===== src/rtl/ppu_vram_port_pkg.sv =====
// Shared definitions for the PPU CPU-side VRAM port: register indices,
// palette window, nametable mirror mask and the port FSM states.
package ppu_vram_port_pkg;

    localparam logic [2:0] REG_SCROLL = 3'd5;
    localparam logic [2:0] REG_ADDR   = 3'd6;
    localparam logic [2:0] REG_DATA   = 3'd7;

    // addr[13:8] value that selects palette RAM
    localparam logic [5:0] PAL_HI_DEF = 6'h3F;

    // A palette read refills the read buffer from the nametable byte underneath
    localparam int NT_MASK = 'h2FFF;

    typedef enum logic [0:0] {
        ST_IDLE    = 1'b0,
        ST_RD_WAIT = 1'b1
    } state_e;

endpackage


===== src/rtl/ppu_vram_port_if.sv =====
// Posted-op bus between the CPU VRAM port (master) and the VRAM/CHR arbiter (slave).
interface ppu_vram_port_if #(
    parameter int ADDR_W = 14,
    parameter int DATA_W = 8
);
    logic              mem_req;
    logic              mem_gnt;
    logic              mem_we;
    logic [ADDR_W-1:0] mem_addr;
    logic [DATA_W-1:0] mem_wdata;
    logic [DATA_W-1:0] mem_rdata;

    modport master (
        output mem_req, mem_we, mem_addr, mem_wdata,
        input  mem_gnt, mem_rdata
    );

    modport slave (
        input  mem_req, mem_we, mem_addr, mem_wdata,
        output mem_gnt, mem_rdata
    );
endinterface


===== src/rtl/ppu_vram_port_op_fifo.sv =====
// Small synchronous FIFO holding posted VRAM ops; head is visible on dout.
module ppu_op_fifo #(
    parameter int DEPTH = 4,
    parameter int WIDTH = 8
) (
    input  logic                     clk,
    input  logic                     rst,
    input  logic                     push,
    input  logic [WIDTH-1:0]         din,
    input  logic                     pop,
    output logic [WIDTH-1:0]         dout,
    output logic                     full,
    output logic                     empty,
    output logic [$clog2(DEPTH):0]   count
);
    localparam int PTR_W = $clog2(DEPTH);
    localparam int CNT_W = PTR_W + 1;

    logic [WIDTH-1:0] mem_q [DEPTH];
    logic [PTR_W-1:0] wr_ptr_q, rd_ptr_q;
    logic [CNT_W-1:0] count_q;
    logic             do_push, do_pop;

    assign full    = (count_q == CNT_W'(DEPTH));
    assign empty   = (count_q == '0);
    assign count   = count_q;
    assign dout    = mem_q[rd_ptr_q];
    assign do_push = push && !full;
    assign do_pop  = pop && !empty;

    // Storage array; contents are don't-care until written, so no reset
    always_ff @(posedge clk) begin
        if (do_push) mem_q[wr_ptr_q] <= din;
    end

    // Pointer and occupancy bookkeeping
    always_ff @(posedge clk) begin
        if (rst) begin
            wr_ptr_q <= '0;
            rd_ptr_q <= '0;
            count_q  <= '0;
        end else begin
            if (do_push) wr_ptr_q <= wr_ptr_q + PTR_W'(1);
            if (do_pop)  rd_ptr_q <= rd_ptr_q + PTR_W'(1);
            case ({do_push, do_pop})
                2'b10:   count_q <= count_q + CNT_W'(1);
                2'b01:   count_q <= count_q - CNT_W'(1);
                default: count_q <= count_q;
            endcase
        end
    end
endmodule


===== src/rtl/ppu_vram_port.sv =====
// CPU-side PPUADDR/PPUDATA engine: address and w toggle, PPUDATA read buffer,
// posted op queue drained in render-idle slots, palette writes bypass the queue.
module ppu_vram_port
    import ppu_vram_port_pkg::*;
#(
    parameter int         ADDR_W  = 14,
    parameter int         DATA_W  = 8,
    parameter int         Q_DEPTH = 4,
    parameter int         RD_LAT  = 1,
    parameter logic [5:0] PAL_HI  = PAL_HI_DEF
) (
    input  logic              clk,
    input  logic              rst,
    input  logic              reg_we,
    input  logic              reg_re,
    input  logic [2:0]        reg_sel,
    input  logic [DATA_W-1:0] reg_wdata,
    output logic [DATA_W-1:0] reg_rdata,
    input  logic              inc32,
    input  logic              w_clr,
    output logic              w_o,
    output logic [ADDR_W-1:0] vaddr_o,
    ppu_vram_port_if.master   mem,
    output logic              pal_we,
    output logic [DATA_W-1:0] pal_wdata,
    input  logic [DATA_W-1:0] pal_rdata,
    output logic              q_ovf,
    output logic              busy
);
    typedef struct packed {
        logic              we;
        logic [ADDR_W-1:0] addr;
        logic [DATA_W-1:0] data;
    } op_t;

    localparam int OP_W  = $bits(op_t);
    localparam int LAT_W = (RD_LAT > 1) ? $clog2(RD_LAT) : 1;

    logic [ADDR_W-1:0]        vaddr_q, vaddr_d;
    logic [5:0]               t_hi_q, t_hi_d;
    logic                     w_q, w_d;
    logic [DATA_W-1:0]        readbuf_q, reg_rdata_q, pal_wdata_q;
    logic                     pal_we_q, q_ovf_q;
    state_e                   state_q;
    logic [LAT_W-1:0]         lat_q;

    logic                     addr_wr, scroll_wr, data_wr, data_rd, data_acc, is_pal;
    logic                     push, pop, q_full, q_empty, mem_req;
    logic [$clog2(Q_DEPTH):0] q_count;
    op_t                      push_op, head_op;
    logic [OP_W-1:0]          head_bits;

    // Decode CPU strobes and build the op that a DATA access would post
    always_comb begin
        addr_wr   = reg_we && (reg_sel == REG_ADDR);
        scroll_wr = reg_we && (reg_sel == REG_SCROLL);
        data_wr   = reg_we && (reg_sel == REG_DATA);
        data_rd   = reg_re && (reg_sel == REG_DATA) && !data_wr;
        data_acc  = data_wr || data_rd;
        is_pal    = (vaddr_q[ADDR_W-1 -: 6] == PAL_HI);
        push      = data_rd || (data_wr && !is_pal);
        push_op.we   = data_wr;
        push_op.addr = (data_rd && is_pal) ? (vaddr_q & ADDR_W'(NT_MASK)) : vaddr_q;
        push_op.data = reg_wdata;
    end

    // Next-state for the CPU address, high-byte latch and write toggle
    always_comb begin
        vaddr_d = vaddr_q;
        t_hi_d  = t_hi_q;
        w_d     = w_q;
        if (addr_wr) begin
            if (!w_q) t_hi_d  = reg_wdata[5:0];
            else      vaddr_d = ADDR_W'({t_hi_q, reg_wdata});
        end
        if (data_acc) vaddr_d = vaddr_q + (inc32 ? ADDR_W'(32) : ADDR_W'(1));
        if (w_clr)                       w_d = 1'b0;
        else if (addr_wr || scroll_wr)   w_d = ~w_q;
    end

    ppu_op_fifo #(
        .DEPTH (Q_DEPTH),
        .WIDTH (OP_W)
    ) u_fifo (
        .clk   (clk),
        .rst   (rst),
        .push  (push),
        .din   (push_op),
        .pop   (pop),
        .dout  (head_bits),
        .full  (q_full),
        .empty (q_empty),
        .count (q_count)
    );

    assign head_op = op_t'(head_bits);
    assign mem_req = (state_q == ST_IDLE) && !q_empty;
    assign pop     = mem_req && mem.mem_gnt;

    // CPU-visible registers: address, toggle, read result, palette strobe, overflow flag
    always_ff @(posedge clk) begin
        if (rst) begin
            vaddr_q     <= '0;
            t_hi_q      <= '0;
            w_q         <= 1'b0;
            reg_rdata_q <= '0;
            pal_we_q    <= 1'b0;
            pal_wdata_q <= '0;
            q_ovf_q     <= 1'b0;
        end else begin
            vaddr_q  <= vaddr_d;
            t_hi_q   <= t_hi_d;
            w_q      <= w_d;
            pal_we_q <= data_wr && is_pal;
            if (data_wr && is_pal) pal_wdata_q <= reg_wdata;
            if (data_rd)           reg_rdata_q <= is_pal ? pal_rdata : readbuf_q;
            if (push && q_full)    q_ovf_q     <= 1'b1;
        end
    end

    // Drain FSM: pops the head in IDLE, waits RD_LAT cycles on reads to refill the buffer
    always_ff @(posedge clk) begin
        if (rst) begin
            state_q   <= ST_IDLE;
            lat_q     <= '0;
            readbuf_q <= '0;
        end else begin
            case (state_q)
                ST_IDLE: begin
                    if (pop && !head_op.we) begin
                        state_q <= ST_RD_WAIT;
                        lat_q   <= '0;
                    end
                end
                ST_RD_WAIT: begin
                    if (lat_q == LAT_W'(RD_LAT - 1)) begin
                        readbuf_q <= mem.mem_rdata;
                        state_q   <= ST_IDLE;
                    end else begin
                        lat_q <= lat_q + LAT_W'(1);
                    end
                end
                default: state_q <= ST_IDLE;
            endcase
        end
    end

    assign mem.mem_req   = mem_req;
    assign mem.mem_we    = mem_req && head_op.we;
    assign mem.mem_addr  = mem_req ? head_op.addr : '0;
    assign mem.mem_wdata = mem_req ? head_op.data : '0;

    assign reg_rdata = reg_rdata_q;
    assign w_o       = w_q;
    assign vaddr_o   = vaddr_q;
    assign pal_we    = pal_we_q;
    assign pal_wdata = pal_wdata_q;
    assign q_ovf     = q_ovf_q;
    assign busy      = (q_count != '0) || (state_q == ST_RD_WAIT);
endmodule


===== src/flat_wrapper.sv =====
// flat-port wrapper written by rule: the top's interface ports become plain ports
module ppu_vram_port_flat import ppu_vram_port_pkg::*;
#(
    parameter int         ADDR_W  = 14,
    parameter int         DATA_W  = 8,
    parameter int         Q_DEPTH = 4,
    parameter int         RD_LAT  = 1,
    parameter logic [5:0] PAL_HI  = PAL_HI_DEF
)
  (clk, rst, reg_we, reg_re, reg_sel, reg_wdata, reg_rdata, inc32, w_clr, w_o, vaddr_o, pal_we, pal_wdata, pal_rdata, q_ovf, busy, mem_mem_req, mem_mem_we, mem_mem_addr, mem_mem_wdata, mem_mem_gnt, mem_mem_rdata);
  ppu_vram_port_if #(.ADDR_W(ADDR_W), .DATA_W(DATA_W)) mem_i ();
  input  logic clk;
  input  logic rst;
  input  logic reg_we;
  input  logic reg_re;
  input  logic [2:0] reg_sel;
  input  logic [DATA_W-1:0] reg_wdata;
  output logic [DATA_W-1:0] reg_rdata;
  input  logic inc32;
  input  logic w_clr;
  output logic w_o;
  output logic [ADDR_W-1:0] vaddr_o;
  output logic pal_we;
  output logic [DATA_W-1:0] pal_wdata;
  input  logic [DATA_W-1:0] pal_rdata;
  output logic q_ovf;
  output logic busy;
  output wire logic [$bits(mem_i.mem_req)-1:0] mem_mem_req;
  output wire logic [$bits(mem_i.mem_we)-1:0] mem_mem_we;
  output wire logic [$bits(mem_i.mem_addr)-1:0] mem_mem_addr;
  output wire logic [$bits(mem_i.mem_wdata)-1:0] mem_mem_wdata;
  input wire logic [$bits(mem_i.mem_gnt)-1:0] mem_mem_gnt;
  input wire logic [$bits(mem_i.mem_rdata)-1:0] mem_mem_rdata;
  assign mem_mem_req = mem_i.mem_req;
  assign mem_mem_we = mem_i.mem_we;
  assign mem_mem_addr = mem_i.mem_addr;
  assign mem_mem_wdata = mem_i.mem_wdata;
  assign mem_i.mem_gnt = mem_mem_gnt;
  assign mem_i.mem_rdata = mem_mem_rdata;
  ppu_vram_port #(.ADDR_W(ADDR_W), .DATA_W(DATA_W), .Q_DEPTH(Q_DEPTH), .RD_LAT(RD_LAT), .PAL_HI(PAL_HI)) u_core (.clk(clk), .rst(rst), .reg_we(reg_we), .reg_re(reg_re), .reg_sel(reg_sel), .reg_wdata(reg_wdata), .reg_rdata(reg_rdata), .inc32(inc32), .w_clr(w_clr), .w_o(w_o), .vaddr_o(vaddr_o), .mem(mem_i), .pal_we(pal_we), .pal_wdata(pal_wdata), .pal_rdata(pal_rdata), .q_ovf(q_ovf), .busy(busy));
endmodule

===== config.mk =====
export PLATFORM = sky130hd
export DESIGN_NAME = ppu_vram_port_flat
export DESIGN_NICKNAME = d
export VERILOG_FILES = /design/src/rtl/ppu_vram_port_pkg.sv /design/src/rtl/ppu_vram_port_if.sv /design/src/rtl/ppu_vram_port_op_fifo.sv /design/src/rtl/ppu_vram_port.sv /design/src/flat_wrapper.sv
export SDC_FILE = /design/constraint.sdc
export NUM_CORES = 1
export LEC_CHECK = 0
export ABC_CLOCK_PERIOD_IN_PS = 7350
export CAP_MARGIN = 0
export CORE_MARGIN = 1
export CORE_UTILIZATION = 45
export DETAILED_ROUTE_END_ITERATION = 16
export PLACE_DENSITY = 0.68
export SLEW_MARGIN = 20
export SYNTH_ARGS = -nofsm -noshare
export SYNTH_HDL_FRONTEND = slang
export SYNTH_SLANG_ARGS = --single-unit
export TNS_END_PERCENT = 20

===== constraint.sdc =====
create_clock -name clk -period 7.35 [get_ports clk]
set_clock_uncertainty 0.2 [all_clocks]
set_input_delay 1.47 -clock clk [delete_from_list [all_inputs] [get_ports clk]]
set_output_delay 1.47 -clock clk [all_outputs]
set_load 0.01 [all_outputs]

==> run summary, run 1 <==
diodes inserted - 0
Synth Cell Area - 6230 µm²
Post-CTS Repair Setup Buffers - 0
top_reg_cell synth - edfxtp_1
Max VDD drop - 0.112 mV
Hold Path Class - reg -> reg
asr flop ratio synth - 0%
synth warn - 0
crit-path max cell delay - 610 ps
Hold Slack - 279 ps
Crit path arrival time - 2430 ps
reg2reg path depth - 9
vias in the first global route - 3,855
CORE AREA - 13,400 µm²
post-route cell area - 7830 µm²
worst hold path endpoint - u_core.q_ovf
met1 GRT Util - 25.6%
Synth Area per Inst - 13.9 µm²
internal power - 1640 µW
met2 Use GR - 30.1%
RR Endpoint - u_core.u_fifo.count[2]
total gr overflow - 0
placer's final routability congestion estimate - 0.776
flop2flop setup slack - 4570 ps
hold depth - 1
Critical path buffers and inverters - 2
outcome - finished, final reports clean
clock network power share - 43.1%
CP Launch Type - register
row count - 42
Port Buf Inserts - 91
final setup vio count - 0
TritonRoute pass-1 iters - 4
TritonCTS Buffers - 17
min cycle time layout - 4100 ps
Multi-input gate area - 2100 µm²
final antenna-violating net count - 0
critical path type - reg -> out
proportion of layout cells with a drive suffix above 1 - 12.2%
Die Outline Area - 14,300 µm²
IO Count - 92
drt total wl - 12,700 µm
post-synth top area share - 44.3%
Worst Path Max Fanout - 23
Final Hold Vio Count - 0
Area after DPL - 7210 µm²
clock buffer depth - 2
gr busiest metal - met2
Psw - 451 µW
Comb power frac - 13.3%
Max transition margin - 33.6%
cell taking the most area after synthesis - edfxtp_1
residual DRC count - 0
Max Slew Vio Count - 0
sequential area share after synthesis - 62.6%
nets - 571
total power - 2090 µW
Post-synth top cells - 92 x edfxtp_1, 57 x dfxtp_1, 46 x nor2_1, 31 x and2_1, 31 x mux2i_1
synthesis-to-layout area growth - 25.6%
die extent in y - 120 µm
clk sinks - 149
GR Util met3 - 6.23%
crit-path leading delay family - buffers and inverters
CP max stage cell - mux4_2
max_cap viols - 0
hpwl dp - 8380 µm
Hold Path Origin - u_core.q_ovf
sequential share of power - 43.6%
Layout fillers - 1,071
die width - 120 µm
initial antenna violation count - 0
H-Tree Level Count - 4
Clock Pin Slew Worst Setup and Hold Paths - 60 ps
crit share post-route - 55.8%
post-synthesis register bit count - 149
synth unique cells - 51
Critical Path RT - 5680 ps
Static Leak - 0.00258 µW
final setup TNS - 0 ps
largest net degree at the start of global routing - 58
Skew-Pair Late Insertion Delay - 410 ps
Util after Layout - 58.4%
FF-to-FF Start - u_core.vaddr_o[8]
global-route wire length before repair - 20,900 µm
hold buffers post-CTS - 0
Via density - 5.29
GRT Overall Usage - 19.4%
via count - 3,791
worst-path cell chain - buf_4 -> mux4_2 -> and2_1 -> clkdlybuf4s50_1
RSZ-0062 raised after global routing - false
sw frac - 21.6%
number of synthesized flops with an enable pin - 92
initial cell density of the core - 46.5%
largest cells by area after synthesis - edfxtp_1 44%, dfxtp_1 18%, mux4_2 8.3%
clk root buf - clkbuf_16
Syn Nets - 492
drt first-iter violations - 343
routed len/inst - 17.7 µm
post-CTS sizing - 0
cell count after synthesis - 449
most frequent cell after synthesis - edfxtp_1
CTS tree - yes
CP Capture Type - output pin
Worst Tran Pin Value - 992 ps
PD cells - 266 nW/µm²
Reg area - 3910 µm²
fmax - 244 MHz
## logic make-up after synthesis
| logic type | after synthesis | synth area share [%] |
|---|---|---|
| flops | 149 | 62.6 |
| simple gates | 131 | 11.1 |
| mux | 55 | 13.5 |
| compound gates | 52 | 5.94 |
| buf+inv | 45 | 3.83 |
| fa+ha+maj | 9 | 1.93 |
| xor+xnor | 8 | 1.12 |
## power groups by stage
stage                     registers (µW)  clock network (µW)  logic (µW)
after floorplan                      923                   0         155
after global placement               927                   0         279
after detailed placement             928                   0         282
after CTS                            910                 915         283
after global routing                 913                 954         304
final                                911                 899         277
## cell type report
type                       count  area share, %
timing repair buffer          94           12.1
multi-input combinational    255           26.8
inverter                      11          0.527
sequential                   149           49.9
clock buffer                  22           5.93
tap                          176           2.81
clock inverter                10           1.97
## layout by cell type, fill, tap and decap left out, drive strengths merged, types with 2 or more instances in the layout
cell           count
a211oi            10
a21oi              9
a22oi              4
a31oi              8
a32oi              3
and2              31
and3               3
and4               3
buf                4
bufinv             4
clkbuf            22
clkdlybuf4s50     90
clkinv             4
dfxtp             57
edfxtp            92
ha                 8
inv               12
mux2i             31
mux4              23
nand2             12
nand2b             2
nand3              7
nand4              2
nor2              46
nor2b              3
nor3               6
nor3b              4
o211ai             3
o21a               2
o21ai              5
or3                7
xnor2              4
xor2               4
## how the worst max path moves through the flow
stage / end / depth (start not counted)
6_report: mem_mem_we / 4
4_1_cts: mem_mem_we / 3
3_5_place_dp: u_core.u_fifo.mem_q[1][13] / 4
3_3_place_gp: u_core.u_fifo.mem_q[0][9] / 4
2_1_floorplan: u_core.u_fifo.count[2] / 9
5_1_grt: u_core.u_fifo.count[2] / 10
## sequential cells by signal, summed over array words and instances (netlist names), named ones only
register                count
u_core.q_ovf                1
u_core.w_o                  1
u_core.t_hi_q               6
u_core.pal_wdata            8
u_core.u_fifo.rd_ptr_q      2
u_core.readbuf_q            8
u_core.u_fifo.wr_ptr_q      2
u_core.state_q              1
u_core.u_fifo.count         3
u_core.reg_rdata            8
u_core.u_fifo.mem_q        92
u_core.vaddr_o             14
u_core.pal_we               1
## metal layers
layer / vias up / wire length [µm]
met4: 0 / 125
met3: 11 / 791
met2: 124 / 6170
li1: 1828 / -
met1: 1828 / 5620
met5: - / 0
## per-stage QoR
stage | worst slack (ps) | std cells
floorplan | 4020 | 449
global placement | 2720 | 684
detailed placement | 2590 | 685
CTS | 2990 | 717
global route | 3050 | 717
finish | 3250 | 717
Power figures use the tool's default switching activity.
==> inputs of run 2 (changes only) <==
--- a/config.mk
+++ b/config.mk
@@ -5,12 +5,12 @@
 export SDC_FILE = /design/constraint.sdc
 export NUM_CORES = 1
 export LEC_CHECK = 0
-export ABC_CLOCK_PERIOD_IN_PS = 7350
+export ABC_CLOCK_PERIOD_IN_PS = 3600
 export CAP_MARGIN = 0
 export CORE_MARGIN = 1
 export CORE_UTILIZATION = 45
 export DETAILED_ROUTE_END_ITERATION = 16
-export PLACE_DENSITY = 0.68
+export PLACE_DENSITY = 0.71
 export SLEW_MARGIN = 20
 export SYNTH_ARGS = -nofsm -noshare
 export SYNTH_HDL_FRONTEND = slang
==> constraint.sdc (replaced) <==
create_clock -name clk -period 3.6 [get_ports clk]
set_clock_uncertainty 0.2 [all_clocks]
set_input_delay 0.72 -clock clk [delete_from_list [all_inputs] [get_ports clk]]
set_output_delay 0.72 -clock clk [all_outputs]
set_load 0.01 [all_outputs]
==> run summary, run 2 (synthesized netlist as in run 1, its figures left out) <==
clk sinks - 149
routed len/inst - 18.3 µm
slack of the critical path - 439 ps
commonest non-fill, non-tap cell in the layout - edfxtp_1
Worst Tran Pin Value - 713 ps
hold buffers post-CTS - 0
Max Slew Vio Count - 0
clk root buf - clkbuf_16
Critical Path RT - 2680 ps
Via density - 5.44
GRT Overall Usage - 20.0%
vias in the first global route - 4,015
hpwl dp - 8610 µm
crit share post-route - 87.8%
final setup vio count - 0
drt first-iter violations - 236
Layout fillers - 1,084
IO Count - 92
flop2flop setup slack - 990 ps
final antenna-violating net count - 0
drt total wl - 13,200 µm
Hold Path Class - reg -> reg
largest net degree at the start of global routing - 37
nets - 579
TritonCTS Buffers - 17
post-CTS sizing - 0
Util after Layout - 58.4%
Port Buf Inserts - 91
die extent in y - 120 µm
clock buffer depth - 2
Top reg by flops - u_core.u_fifo.mem_q
most frequent cells in the layout - 92 x edfxtp_1, 90 x clkdlybuf4s50_1, 57 x dfxtp_1, 46 x nor2_1
Reg area - 3900 µm²
TritonRoute pass-1 iters - 5
outcome - finished, final reports clean
total power - 4120 µW
initial cell density of the core - 46.5%
Max transition margin - 52.3%
via count - 3,945
Static Leak - 0.00258 µW
min cycle time layout - 3160 ps
placer's final routability congestion estimate - 0.821
total gr overflow - 0
max_cap viols - 0
CP Launch Type - register
critical path type - reg -> out
die width - 120 µm
hold depth - 2
Max VDD drop - 0.310 mV
pre-CTS WS - 404 ps
synthesis-to-layout area growth - 25.5%
reg2reg path depth - 9
RSZ-0062 raised after global routing - false
initial antenna violation count - 0
CP Capture Type - output pin
Final Hold Vio Count - 0
proportion of layout cells with a drive suffix above 1 - 12.6%
Die Outline Area - 14,300 µm²
Crit path arrival time - 2240 ps
residual DRC count - 0
row count - 42
final setup TNS - 0 ps
Skew-Pair Late Insertion Delay - 410 ps
global-route wire length before repair - 21,300 µm
CTS tree - yes
H-Tree Level Count - 4
max reg flops - 92
Worst Path Max Fanout - 23
diodes inserted - 0
Clock Pin Slew Worst Setup and Hold Paths - 60 ps
fmax - 316 MHz
CORE AREA - 13,400 µm²
Post-CTS Repair Setup Buffers - 0
Multi-input gate area - 2090 µm²
PD cells - 527 nW/µm²
[run 2: worst max-delay path: stages (launching register included)]
cell	delay, ps
dfxtp_1	350
buf_12	230
mux4_2	570
and2_1	200
clkdlybuf4s50_1	480
[run 2: metrics by stage]
stage / instances / area (µm²) / hold slack (ps)
floorplan: 449 / 6230 / 246
global placement: 693 / 7260 / 261
detailed placement: 693 / 7260 / 287
CTS: 725 / 7830 / 297
global route: 725 / 7830 / 320
finish: 725 / 7830 / 294
[run 2: report_power, final]
| group | internal, µW | leakage (µW) | switching (µW) | total [µW] |
|---|---|---|---|---|
| combinational | 325 | 0.000959 | 268 | 593 |
| clock | 1020 | 0.000270 | 647 | 1670 |
| sequential | 1830 | 0.00135 | 24.0 | 1860 |
| total | 3180 | 0.00258 | 939 | 4120 |
[run 2: layout make-up]
cell class              instances  share of cell area (%)
flip-flops and latches        149                    49.9
inverters                      11                   0.528
repair buffers                102                    12.8
well taps                     176                    2.81
clock buffers                  25                    6.33
clock inverters                 7                   0.911
multi-input cells             255                    26.7
[run 2: worst paths after layout]
kind / from / to
setup / recovery: register / mem_mem_we
hold / removal: u_core.pal_wdata[5] / u_core.pal_wdata[5]
setup reg to reg: u_core.vaddr_o[9] / u_core.u_fifo.count[2]
hold reg to reg: u_core.pal_wdata[5] / u_core.pal_wdata[5]
[run 2: metal layers]
metal / track usage [%] / part of all wire, % / vias up
met5: 0 / 0 / -
met4: 9.38 / 2.1 / 0
met3: 5.85 / 5.7 / 24
met2: 32.0 / 49 / 140
met1: 25.0 / 43 / 1927
li1: - / - / 1854
==> inputs of run 3 (changes only) <==
--- a/config.mk
+++ b/config.mk
@@ -7,6 +7,7 @@
 export LEC_CHECK = 0
 export ABC_CLOCK_PERIOD_IN_PS = 3600
 export CAP_MARGIN = 0
+export CORE_ASPECT_RATIO = 1.4
 export CORE_MARGIN = 1
 export CORE_UTILIZATION = 45
 export DETAILED_ROUTE_END_ITERATION = 16
==> run summary, run 3 (synthesized netlist as in run 1, its figures left out) <==
outcome - finished, final reports clean
clk root buf - clkbuf_16
drt total wl - 13,000 µm
Via density - 5.43
GRT Overall Usage - 20.0%
Hold Slack - 291 ps
most frequent cells in the layout - 92 x edfxtp_1, 90 x clkdlybuf4s50_1, 57 x dfxtp_1, 46 x nor2_1
slack of the critical path - 262 ps
Hold Path Origin - u_core.t_hi_q[1]
Post-CTS Repair Setup Buffers - 0
worst hold path endpoint - u_core.vaddr_o[9]
Critical Path RT - 2680 ps
internal power - 3280 µW
Clock Pin Slew Worst Setup and Hold Paths - 60 ps
initial cell density of the core - 46.4%
CTS tree - yes
final setup vio count - 0
FF-to-FF Start - u_core.vaddr_o[8]
Util after Layout - 58.9%
min cycle time layout - 3340 ps
via count - 3,995
nets - 584
TritonRoute pass-1 iters - 5
Comb power frac - 13.5%
clk sinks - 149
Static Leak - 0.00264 µW
CP Launch Type - register
max reg flops - 92
sequential share of power - 43.5%
global-route wire length before repair - 20,800 µm
Crit path arrival time - 2420 ps
RR Endpoint - u_core.u_fifo.count[2]
Die Outline Area - 14,300 µm²
IO Count - 92
die width - 101 µm
hpwl dp - 8730 µm
final setup TNS - 0 ps
Worst Tran Pin Value - 1050 ps
Placed Cells - 704
Port Buf Inserts - 91
Psw - 989 µW
critical path type - reg -> out
synthesis-to-layout area growth - 27.0%
clock buffer depth - 2
Max transition margin - 30.2%
fmax - 300 MHz
total gr overflow - 0
Max Slew Vio Count - 0
routed len/inst - 17.7 µm
flop2flop setup slack - 960 ps
vias in the first global route - 3,949
H-Tree Level Count - 4
sw frac - 23.2%
Hold Path Class - reg -> reg
Final Hold Vio Count - 0
die extent in y - 141 µm
RSZ-0062 raised after global routing - false
clock network power share - 43.1%
CP Capture Type - output pin
placer's final routability congestion estimate - 0.788
Non-Filler Instances - 736
hold buffers post-CTS - 0
PD cells - 539 nW/µm²
CORE AREA - 13,500 µm²
crit share post-route - 92.7%
initial antenna violation count - 0
max_cap viols - 0
final antenna-violating net count - 0
pre-CTS WS - 399 ps
row count - 50
reg2reg path depth - 9
proportion of layout cells with a drive suffix above 1 - 14.1%
diodes inserted - 0
drt first-iter violations - 302
post-CTS sizing - 0
TritonCTS Buffers - 17
commonest non-fill, non-tap cell in the layout - edfxtp_1
Max VDD drop - 0.417 mV
largest net degree at the start of global routing - 58
hold depth - 2
Skew-Pair Late Insertion Delay - 420 ps
Worst Path Max Fanout - 23
Top reg by flops - u_core.u_fifo.mem_q
residual DRC count - 0
run 3: cell count changes in the layout (fill, tap and decap cells not counted), sizes merged:
cell	change
bufinv	+1
clkinv	+1
clkinvlp	-2
buf	+5
clkbuf	-5
inv	+5
run 3: cell type report:
type	count	area (µm²)
Inverter	11	41.3
Sequential cell	149	3900
Timing Repair Buffer	107	1030
Tap cell	182	228
Clock inverter	12	136
Clock buffer	20	489
Fill cell	1082	5530
Multi-Input combinational cell	255	2090
run 3: worst max path at each step:
stage	cells past startpoint	end
CTS	4	mem_mem_we
finish	4	mem_mem_we
global placement	9	u_core.u_fifo.count[2]
floorplan	9	u_core.u_fifo.count[2]
detailed placement	10	u_core.u_fifo.count[2]
global route	4	mem_mem_we
run 3: layer usage:
layer,vias to the layer above,wire length [µm],GRT usage [%]
met5,-,0,0
met4,0,288,8.70
met3,25,799,5.76
met2,158,6840,33.4
met1,1956,5110,23.9
li1,1856,-,-
run 3: metrics by stage:
step	total power (µW)	area [µm²]
finish	4270	7920
global route	4420	7920
detailed placement	2480	7290
floorplan	2200	6230
CTS	4320	7920
global placement	2470	7290
run 3: power groups by stage:
stage               clock network (µW)  registers (µW)  logic, µW
floorplan                            0            1880        317
finish                            1840            1850        574
global route                      1930            1860        629
CTS                               1870            1850        592
detailed placement                   0            1890        590
global placement                     0            1890        579
run 3: critical path: stages, from the launching register on:
cell and delay (ps):
dfxtp_1 310, buf_4 410, mux4_2 620, and2_1 180
clkdlybuf4s50_1 470
